File: src/rtl/instr_issue_queue_if.sv
// Handshake bundle between instruction source, issue queue and Tomasulo dispatch.
// master = source/dispatch side, slave = the queue itself.
interface instr_issue_queue_if #(
   parameter int DEPTH = 8,
   parameter int IW    = 32
);
   localparam int CW = $clog2(DEPTH) + 1;

   logic          flush;
   logic          in_valid;
   logic [IW-1:0] in_instr;
   logic          in_ready;
   logic          out_valid;
   logic          out_ready;
   logic [IW-1:0] out_instr;
   logic [6:0]    out_opcode;
   logic [4:0]    out_rd;
   logic [2:0]    out_funct3;
   logic [4:0]    out_rs1;
   logic [4:0]    out_rs2;
   logic [6:0]    out_funct7;
   logic [CW-1:0] count;
   logic          full;
   logic          empty;

   modport master (
      output flush, in_valid, in_instr, out_ready,
      input  in_ready, out_valid, out_instr, out_opcode, out_rd, out_funct3,
             out_rs1, out_rs2, out_funct7, count, full, empty
   );

   modport slave (
      input  flush, in_valid, in_instr, out_ready,
      output in_ready, out_valid, out_instr, out_opcode, out_rd, out_funct3,
             out_rs1, out_rs2, out_funct7, count, full, empty
   );
endinterface

File: src/rtl/instr_issue_queue.sv
// In-order RV32 instruction queue feeding Tomasulo dispatch; drops all-zero bubbles
// and presents the head word with pre-split decode fields (first-word-fall-through).
module instr_issue_queue #(
   parameter int DEPTH = 8,
   parameter int IW    = 32
) (
   input logic              clk,
   input logic              reset,
   instr_issue_queue_if.slave q
);
   localparam int AW = $clog2(DEPTH);
   localparam int CW = AW + 1;

   logic [IW-1:0] mem [DEPTH];
   logic [AW-1:0] wr_ptr;
   logic [AW-1:0] rd_ptr;
   logic [CW-1:0] cnt;

   logic          is_full;
   logic          is_empty;
   logic          rdy;
   logic          push;
   logic          pop;
   logic [IW-1:0] head;

   // Flags are gated by reset so outputs show reset values combinationally
   // while reset is held, before the synchronous clear has taken effect.
   always_comb begin
      is_full  = reset & (cnt == CW'(DEPTH));
      is_empty = ~reset | (cnt == '0);
      rdy      = reset & ~is_full;
      push     = q.in_valid & rdy & (q.in_instr != '0);
      pop      = ~is_empty & q.out_ready;
      head     = '0;
      if (!is_empty)
         head = mem[rd_ptr];
   end

   always_ff @(posedge clk) begin
      if (!reset) begin
         wr_ptr <= '0;
         rd_ptr <= '0;
         cnt    <= '0;
      end else if (q.flush) begin
         wr_ptr <= '0;
         rd_ptr <= '0;
         cnt    <= '0;
      end else begin
         if (push)
            wr_ptr <= wr_ptr + AW'(1);
         if (pop)
            rd_ptr <= rd_ptr + AW'(1);
         case ({push, pop})
            2'b10:   cnt <= cnt + CW'(1);
            2'b01:   cnt <= cnt - CW'(1);
            default: cnt <= cnt;
         endcase
      end
   end

   // Storage is not reset and not cleared by flush; only pointers define validity.
   always_ff @(posedge clk) begin
      if (reset && !q.flush && push)
         mem[wr_ptr] <= q.in_instr;
   end

   always_comb begin
      q.in_ready   = rdy;
      q.out_valid  = ~is_empty;
      q.out_instr  = head;
      q.out_opcode = head[6:0];
      q.out_rd     = head[11:7];
      q.out_funct3 = head[14:12];
      q.out_rs1    = head[19:15];
      q.out_rs2    = head[24:20];
      q.out_funct7 = head[31:25];
      q.count      = reset ? cnt : '0;
      q.full       = is_full;
      q.empty      = is_empty;
   end
endmodule

File: src/flat_wrapper.sv
// flat-port wrapper written by rule: the top's interface ports become plain ports
module instr_issue_queue_flat 
#(
   parameter int DEPTH = 8,
   parameter int IW    = 32
)
  (clk, reset, q_flush, q_in_valid, q_in_instr, q_out_ready, q_in_ready, q_out_valid, q_out_instr, q_out_opcode, q_out_rd, q_out_funct3, q_out_rs1, q_out_rs2, q_out_funct7, q_count, q_full, q_empty);
  instr_issue_queue_if #(.DEPTH(DEPTH), .IW(IW)) q_i ();
  input logic clk;
  input logic reset;
  input wire logic [$bits(q_i.flush)-1:0] q_flush;
  input wire logic [$bits(q_i.in_valid)-1:0] q_in_valid;
  input wire logic [$bits(q_i.in_instr)-1:0] q_in_instr;
  input wire logic [$bits(q_i.out_ready)-1:0] q_out_ready;
  output wire logic [$bits(q_i.in_ready)-1:0] q_in_ready;
  output wire logic [$bits(q_i.out_valid)-1:0] q_out_valid;
  output wire logic [$bits(q_i.out_instr)-1:0] q_out_instr;
  output wire logic [$bits(q_i.out_opcode)-1:0] q_out_opcode;
  output wire logic [$bits(q_i.out_rd)-1:0] q_out_rd;
  output wire logic [$bits(q_i.out_funct3)-1:0] q_out_funct3;
  output wire logic [$bits(q_i.out_rs1)-1:0] q_out_rs1;
  output wire logic [$bits(q_i.out_rs2)-1:0] q_out_rs2;
  output wire logic [$bits(q_i.out_funct7)-1:0] q_out_funct7;
  output wire logic [$bits(q_i.count)-1:0] q_count;
  output wire logic [$bits(q_i.full)-1:0] q_full;
  output wire logic [$bits(q_i.empty)-1:0] q_empty;
  assign q_i.flush = q_flush;
  assign q_i.in_valid = q_in_valid;
  assign q_i.in_instr = q_in_instr;
  assign q_i.out_ready = q_out_ready;
  assign q_in_ready = q_i.in_ready;
  assign q_out_valid = q_i.out_valid;
  assign q_out_instr = q_i.out_instr;
  assign q_out_opcode = q_i.out_opcode;
  assign q_out_rd = q_i.out_rd;
  assign q_out_funct3 = q_i.out_funct3;
  assign q_out_rs1 = q_i.out_rs1;
  assign q_out_rs2 = q_i.out_rs2;
  assign q_out_funct7 = q_i.out_funct7;
  assign q_count = q_i.count;
  assign q_full = q_i.full;
  assign q_empty = q_i.empty;
  instr_issue_queue #(.DEPTH(DEPTH), .IW(IW)) u_core (.clk(clk), .reset(reset), .q(q_i));
endmodule
File: config.mk
export PLATFORM = sky130hd
export DESIGN_NAME = instr_issue_queue_flat
export DESIGN_NICKNAME = d
export VERILOG_FILES = /design/src/rtl/instr_issue_queue_if.sv /design/src/rtl/instr_issue_queue.sv /design/src/flat_wrapper.sv
export SDC_FILE = /design/constraint.sdc
export NUM_CORES = 1
export LEC_CHECK = 0
export ABC_AREA = 1
export BUFFER_PORTS_ARGS = -buffer_cell sky130_fd_sc_hd__clkbuf_2
export CORE_MARGIN = 2
export CORE_UTILIZATION = 40
export CTS_CLUSTER_DIAMETER = 120
export CTS_CLUSTER_SIZE = 10
export DETAILED_ROUTE_END_ITERATION = 8
export HOLD_SLACK_MARGIN = 0.06
export PLACE_DENSITY_LB_ADDON = 0.05
export SYNTH_ARGS = -nofsm -noshare
export SYNTH_HDL_FRONTEND = slang
export SYNTH_SLANG_ARGS = --single-unit
export TNS_END_PERCENT = 1
File: constraint.sdc
create_clock -name clk -period 7.1 [get_ports clk]
set_input_delay 1.42 -clock clk [delete_from_list [all_inputs] [get_ports clk]]
set_output_delay 1.42 -clock clk [all_outputs]
set_load 0.01 [all_outputs]
==> results of run 1 <==
-- worst max path at each step --
| stage | depth (start not counted) | slack (ps) | to |
|---|---|---|---|
| after floorplan | 7 | 3190 | q_out_instr[25] |
| after global placement | 7 | 2940 | q_out_instr[0] |
| after detailed placement | 7 | 2910 | q_out_instr[0] |
| after CTS | 7 | 2380 | q_out_rs1[0] |
| after global routing | 8 | 2170 | q_out_instr[5] |
| final | 7 | 2430 | q_out_rs1[3] |
-- sequential cells by signal, indices dropped and copies added, names as in the netlist, named ones only --
| register | flops |
|---|---|
| u_core.cnt | 4 |
| u_core.rd_ptr | 3 |
| u_core.wr_ptr | 3 |
| u_core.mem | 256 |
-- where the power goes --
part | switching (mW) | internal, mW | leakage (nW)
logic | 0.0850 | 0.0403 | 1.57
clock network | 0.562 | 0.783 | 0.396
registers | 0.00643 | 1.74 | 2.41
total | 0.653 | 2.56 | 4.37
-- through the flow --
step           setup WS [ps]  hold slack [ps]
2_1_floorplan           3190              440
3_3_place_gp            2940              452
3_5_place_dp            2910              455
4_1_cts                 2380              464
5_1_grt                 2170              494
6_report                2430              459
-- logic make-up after synthesis --
logic type | share of synthesized area [%]
compound gates | 9.62
xor+xnor | 0.234
fa+ha+maj | 0.737
buf+inv | 6.14
flops | 70.9
mux | 2.86
simple gates | 9.51
-- critical path, cell delays in order, from the launching register on --
cell and delay (ps):
dfxtp_4 510, inv_2 810, buf_4 570, o21ai_0 160, o21ai_1 90, o21ai_0 80
nor2_1 270, clkbuf_2 190
-- placed cells by master (no fill, tap or decap), types with 13 or more instances in the layout --
cell type  netlist  layout
buf_4           36      13
clkbuf_16        0      31
clkbuf_2         4     108
edfxtp_1       256     256
inv_1           37      37
mux2i_1         32      32
nand2_1         32      32
nor2_1         237     229
o21ai_0        147     147
o21ai_1         19      19
o22ai_1         32      32
-- per-layer routing --
| metal | GRT usage [%] | routed length (um) | share of wire, % |
|---|---|---|---|
| met2 | 29.2 | 11900 | 47 |
| met4 | 4.31 | 518 | 2.0 |
| met3 | 2.58 | 1080 | 4.3 |
| met1 | 23.9 | 11800 | 47 |
| met5 | 0 | 0 | 0 |
-- cell type report --
cell class,instances,area [sq um],share of cell area (%)
multi-input combinational,528,2630,20.8
inverter,38,143,1.13
tap,378,473,3.73
timing repair buffer,121,638,5.04
clock buffer,43,821,6.48
sequential,269,7960,62.8
==> results.sh, run 1 <==
export IMPL_cts_root_buf="clkbuf_16"
export IMPL_worst_setup_path_type="register to output port"
export IMPL_status="complete, no violations"
export IMPL_yosys_top_cells_count="edfxtp_1 (256), nor2_1 (237), o21ai_0 (147)"
export IMPL_wl_per_cell_um=18.4
export IMPL_fmax_ghz=0.214
export IMPL_worstMarginPinSlew_ps=1130
export IMPL_routed_via_density=4.98
export IMPL_finalClockSkew_ps=5.04
export IMPL_synthArstFlopShare_pct=0
export IMPL_crit_required_ps=5680
export IMPL_synth_edf_count=256
export IMPL_gr_usage_all_layers_pct=17.4
export IMPL_coreArea_sq_um=27700
export IMPL_grt_max_degree=87
export IMPL_cts_resized=0
export IMPL_ir_drop_mv=0.159
export IMPL_portBuffers=108
export IMPL_synth_seq_area_share_pct=70.9
export IMPL_clkSlewWorstSetupHoldPaths_ps=60
export IMPL_antenna_cells=0
export IMPL_hp_start="u_core.rd_ptr[2]"
export IMPL_first_iter_violations=445
export IMPL_dp_final_hpwl_um=13300
export IMPL_final_setup_tns_ps=0
export IMPL_relSlewSlack_pct=24.9
export IMPL_min_path_type="register to register"
export IMPL_placedCellCount=1334
export IMPL_yosys_top_cells_area="edfxtp_1 (69%), nor2_1 (7.9%), o21ai_0 (6.6%), mux2i_1 (2.9%), buf_4 (2.4%)"
export IMPL_worstSetupStartpointType="register"
export IMPL_fp_dieW_um=171
export IMPL_grt_overflow=0
export IMPL_start_util_pct=40.5
export IMPL_p_leak_nw=4.37
export IMPL_period_minus_slack_ps=4670
export IMPL_grt_pass1_vias=6604
export IMPL_power_density_nw_per_um2=254
export IMPL_synth_seq_cells=269
export IMPL_synth_avg_cell_area_sq_um=12.2
export IMPL_num_io_pins=109
export IMPL_syn_area_sq_um=11200
export IMPL_cts_buffers=30
export IMPL_first_pass_iters=4
export IMPL_grt_pass1_wl_um=38600
export IMPL_synth_flop_cell="edfxtp_1"
export IMPL_worst_setup_path_end_kind="output port"
export IMPL_cts_max_level=1
export IMPL_synth_distinct_cells=25
export IMPL_finalInstanceArea_sq_um=12700
export IMPL_yosysWarnings=0
export IMPL_die_h_um=171
export IMPL_place_gp_congestion=0.729
export IMPL_num_rows=61
export IMPL_setup_violations=0
export IMPL_r2r_start="u_core.cnt[1]"
export IMPL_cts_hold_buf=0
export IMPL_num_vias=6859
export IMPL_postCtsSetupBuffers=0
export IMPL_synth_top_area_cell="edfxtp_1"
export IMPL_drc=0
export IMPL_fillCellCount=2613
export IMPL_yosysMostFrequentCell="edfxtp_1"
export IMPL_final_hold_viol_count=0
export IMPL_cp_max_fo=53
export IMPL_wirelength_um=25300
export IMPL_syn_nets=960
export IMPL_clk_path_buf_depth=3
export IMPL_drv_cap=0
export IMPL_die_area_sq_um=29400
export IMPL_reg2reg_depth=7
export IMPL_place_area_sq_um=11800
export IMPL_ff2ff_setup_slack_ps=4360
export IMPL_synth_top_area_share_pct=68.6
export IMPL_synthCells=917
export IMPL_r2r_end="u_core.mem[2][6]"
export IMPL_rsz0062_at_grt="no"
export IMPL_cts_tree="yes"
export IMPL_fin_util_pct=45.7
export IMPL_hold_depth=2
export IMPL_grt_antenna_before_repair=0
export IMPL_stdcell_count=1377
export IMPL_syn2layout_area_growth_pct=13.0
export IMPL_cp_arrival_ps=3250
export IMPL_drv_slew=0
export IMPL_clock_latency_ps=540
export IMPL_power_mw=3.22
export IMPL_cts_sinks=269
export IMPL_ant_nets=0
export IMPL_layout_nets=1031
export IMPL_layout_drive_gt1_share_pct=16.5
export IMPL_fin_crit_sh_pct=65.7
(Power assumes the default switching activity.)
==> run 2: changes to the inputs <==
==> constraint.sdc (replaced) <==
create_clock -name clk -period 3.7 [get_ports clk]
set_input_delay 0.74 -clock clk [delete_from_list [all_inputs] [get_ports clk]]
set_output_delay 0.74 -clock clk [all_outputs]
set_load 0.01 [all_outputs]
==> results.sh, run 2 (same netlist as run 1, synthesis figures left out) <==
export IMPL_status="complete, no violations"
export IMPL_min_path_type="register to register"
export IMPL_setup_violations=0
export IMPL_routed_via_density=4.94
export IMPL_p_leak_nw=4.48
export IMPL_place_gp_congestion=0.731
export IMPL_clock_latency_ps=540
export IMPL_cts_max_level=1
export IMPL_place_area_sq_um=12000
export IMPL_layout_commonest_cell="edfxtp_1"
export IMPL_pre_cts_ws_ps=688
export IMPL_coreArea_sq_um=27700
export IMPL_finalInstanceArea_sq_um=12900
export IMPL_die_h_um=171
export IMPL_final_setup_tns_ps=0
export IMPL_multi_input_area_sq_um=2630
export IMPL_antenna_cells=0
export IMPL_cts_resized=0
export IMPL_clk_path_buf_depth=3
export IMPL_period_minus_slack_ps=3230
export IMPL_cts_sinks=269
export IMPL_num_io_pins=109
export IMPL_num_rows=61
export IMPL_fillCellCount=2550
export IMPL_grt_max_degree=65
export IMPL_crit_required_ps=2960
export IMPL_grt_antenna_before_repair=0
export IMPL_syn2layout_area_growth_pct=14.8
export IMPL_power_mw=6.27
export IMPL_fmax_ghz=0.309
export IMPL_gr_usage_all_layers_pct=17.9
export IMPL_cts_hold_buf=0
export IMPL_worstSetupStartpointType="register"
export IMPL_grt_pass1_wl_um=39500
export IMPL_fin_util_pct=46.4
export IMPL_cts_tree="yes"
export IMPL_largest_reg_flops=256
export IMPL_drv_slew=0
export IMPL_placedCellCount=1349
export IMPL_dp_final_hpwl_um=15000
export IMPL_layout_common_cells="edfxtp_1 (256), nor2_1 (229), o21ai_0 (147)"
export IMPL_wirelength_um=26400
export IMPL_first_pass_iters=4
export IMPL_cp_arrival_ps=2490
export IMPL_final_hold_viol_count=0
export IMPL_start_util_pct=40.5
export IMPL_ir_drop_mv=0.328
export IMPL_relSlewSlack_pct=56.1
export IMPL_layout_drive_gt1_share_pct=17.5
export IMPL_finalClockSkew_ps=8.12
export IMPL_num_vias=6943
export IMPL_grt_overflow=0
export IMPL_fin_crit_sh_pct=87.4
export IMPL_stdcell_count=1405
export IMPL_worstMarginPinSlew_ps=657
export IMPL_first_iter_violations=413
export IMPL_timing_hold_ws_ps=468
export IMPL_power_density_nw_per_um2=488
export IMPL_seqCellArea_sq_um=7960
export IMPL_worst_setup_path_type="register to output port"
export IMPL_clkSlewWorstSetupHoldPaths_ps=60
export IMPL_layout_nets=1046
export IMPL_drv_cap=0
export IMPL_largestRegisters="u_core.mem (256), u_core.cnt (4)"
export IMPL_regMostFlops="u_core.mem"
export IMPL_wl_per_cell_um=18.8
export IMPL_cts_buffers=30
export IMPL_timing_final_ws_setup_ps=465
export IMPL_postCtsSetupBuffers=0
export IMPL_ant_nets=0
export IMPL_worst_setup_path_end_kind="output port"
export IMPL_rsz0062_at_grt="no"
export IMPL_drc=0
export IMPL_die_area_sq_um=29400
export IMPL_cp_max_fo=64
export IMPL_fp_dieW_um=171
export IMPL_portBuffers=108
export IMPL_cts_root_buf="clkbuf_16"
export IMPL_grt_pass1_vias=6462
## run 2: cell count changes in the layout (fill, tap and decap cells not counted), sizes merged
cell | before | now
clkbuf | 151 | 164
buf | 13 | 28
## run 2: power breakdown
| group | total (mW) | leakage (nW) | switching (mW) | internal (mW) |
|---|---|---|---|---|
| Clock | 2.67 | 0.412 | 1.11 | 1.56 |
| Combinational | 0.254 | 1.65 | 0.174 | 0.0806 |
| Sequential | 3.35 | 2.41 | 0.00896 | 3.34 |
| Total | 6.27 | 4.48 | 1.30 | 4.98 |
## run 2: final timing paths
path | startpoint | end | slack [ps] | cells past startpoint
hold reg to reg | u_core.rd_ptr[2] | register | 470 | 2
setup / recovery | register | q_out_instr[3] | 470 | 8
setup reg to reg | u_core.cnt[1] | u_core.mem[0][6] | 1210 | 7
hold / removal | u_core.rd_ptr[2] | register | 470 | 2
## run 2: routing by layer
layer,vias to the layer above,share of wire (%),GRT usage (%)
met5,-,0,0
met4,0,1.8,3.98
met3,34,3.8,2.44
met2,144,47,29.3
met1,3374,47,25.6
li1,3391,-,-
## run 2: worst max-delay path, cell delays in order (launching register included)
cell	delay (ps)
dfxtp_4	570
buf_12	360
nor2_1	90
nor2_1	80
o21ai_0	90
o21ai_0	110
o21ai_0	110
nor2_1	300
clkbuf_2	190
## run 2: cell type report
cell class,count,area share (%)
tap,378,3.68
multi-input combinational,528,20.5
clock buffer,56,6.76
inverter,38,1.11
timing repair buffer,136,6.13
sequential,269,61.9
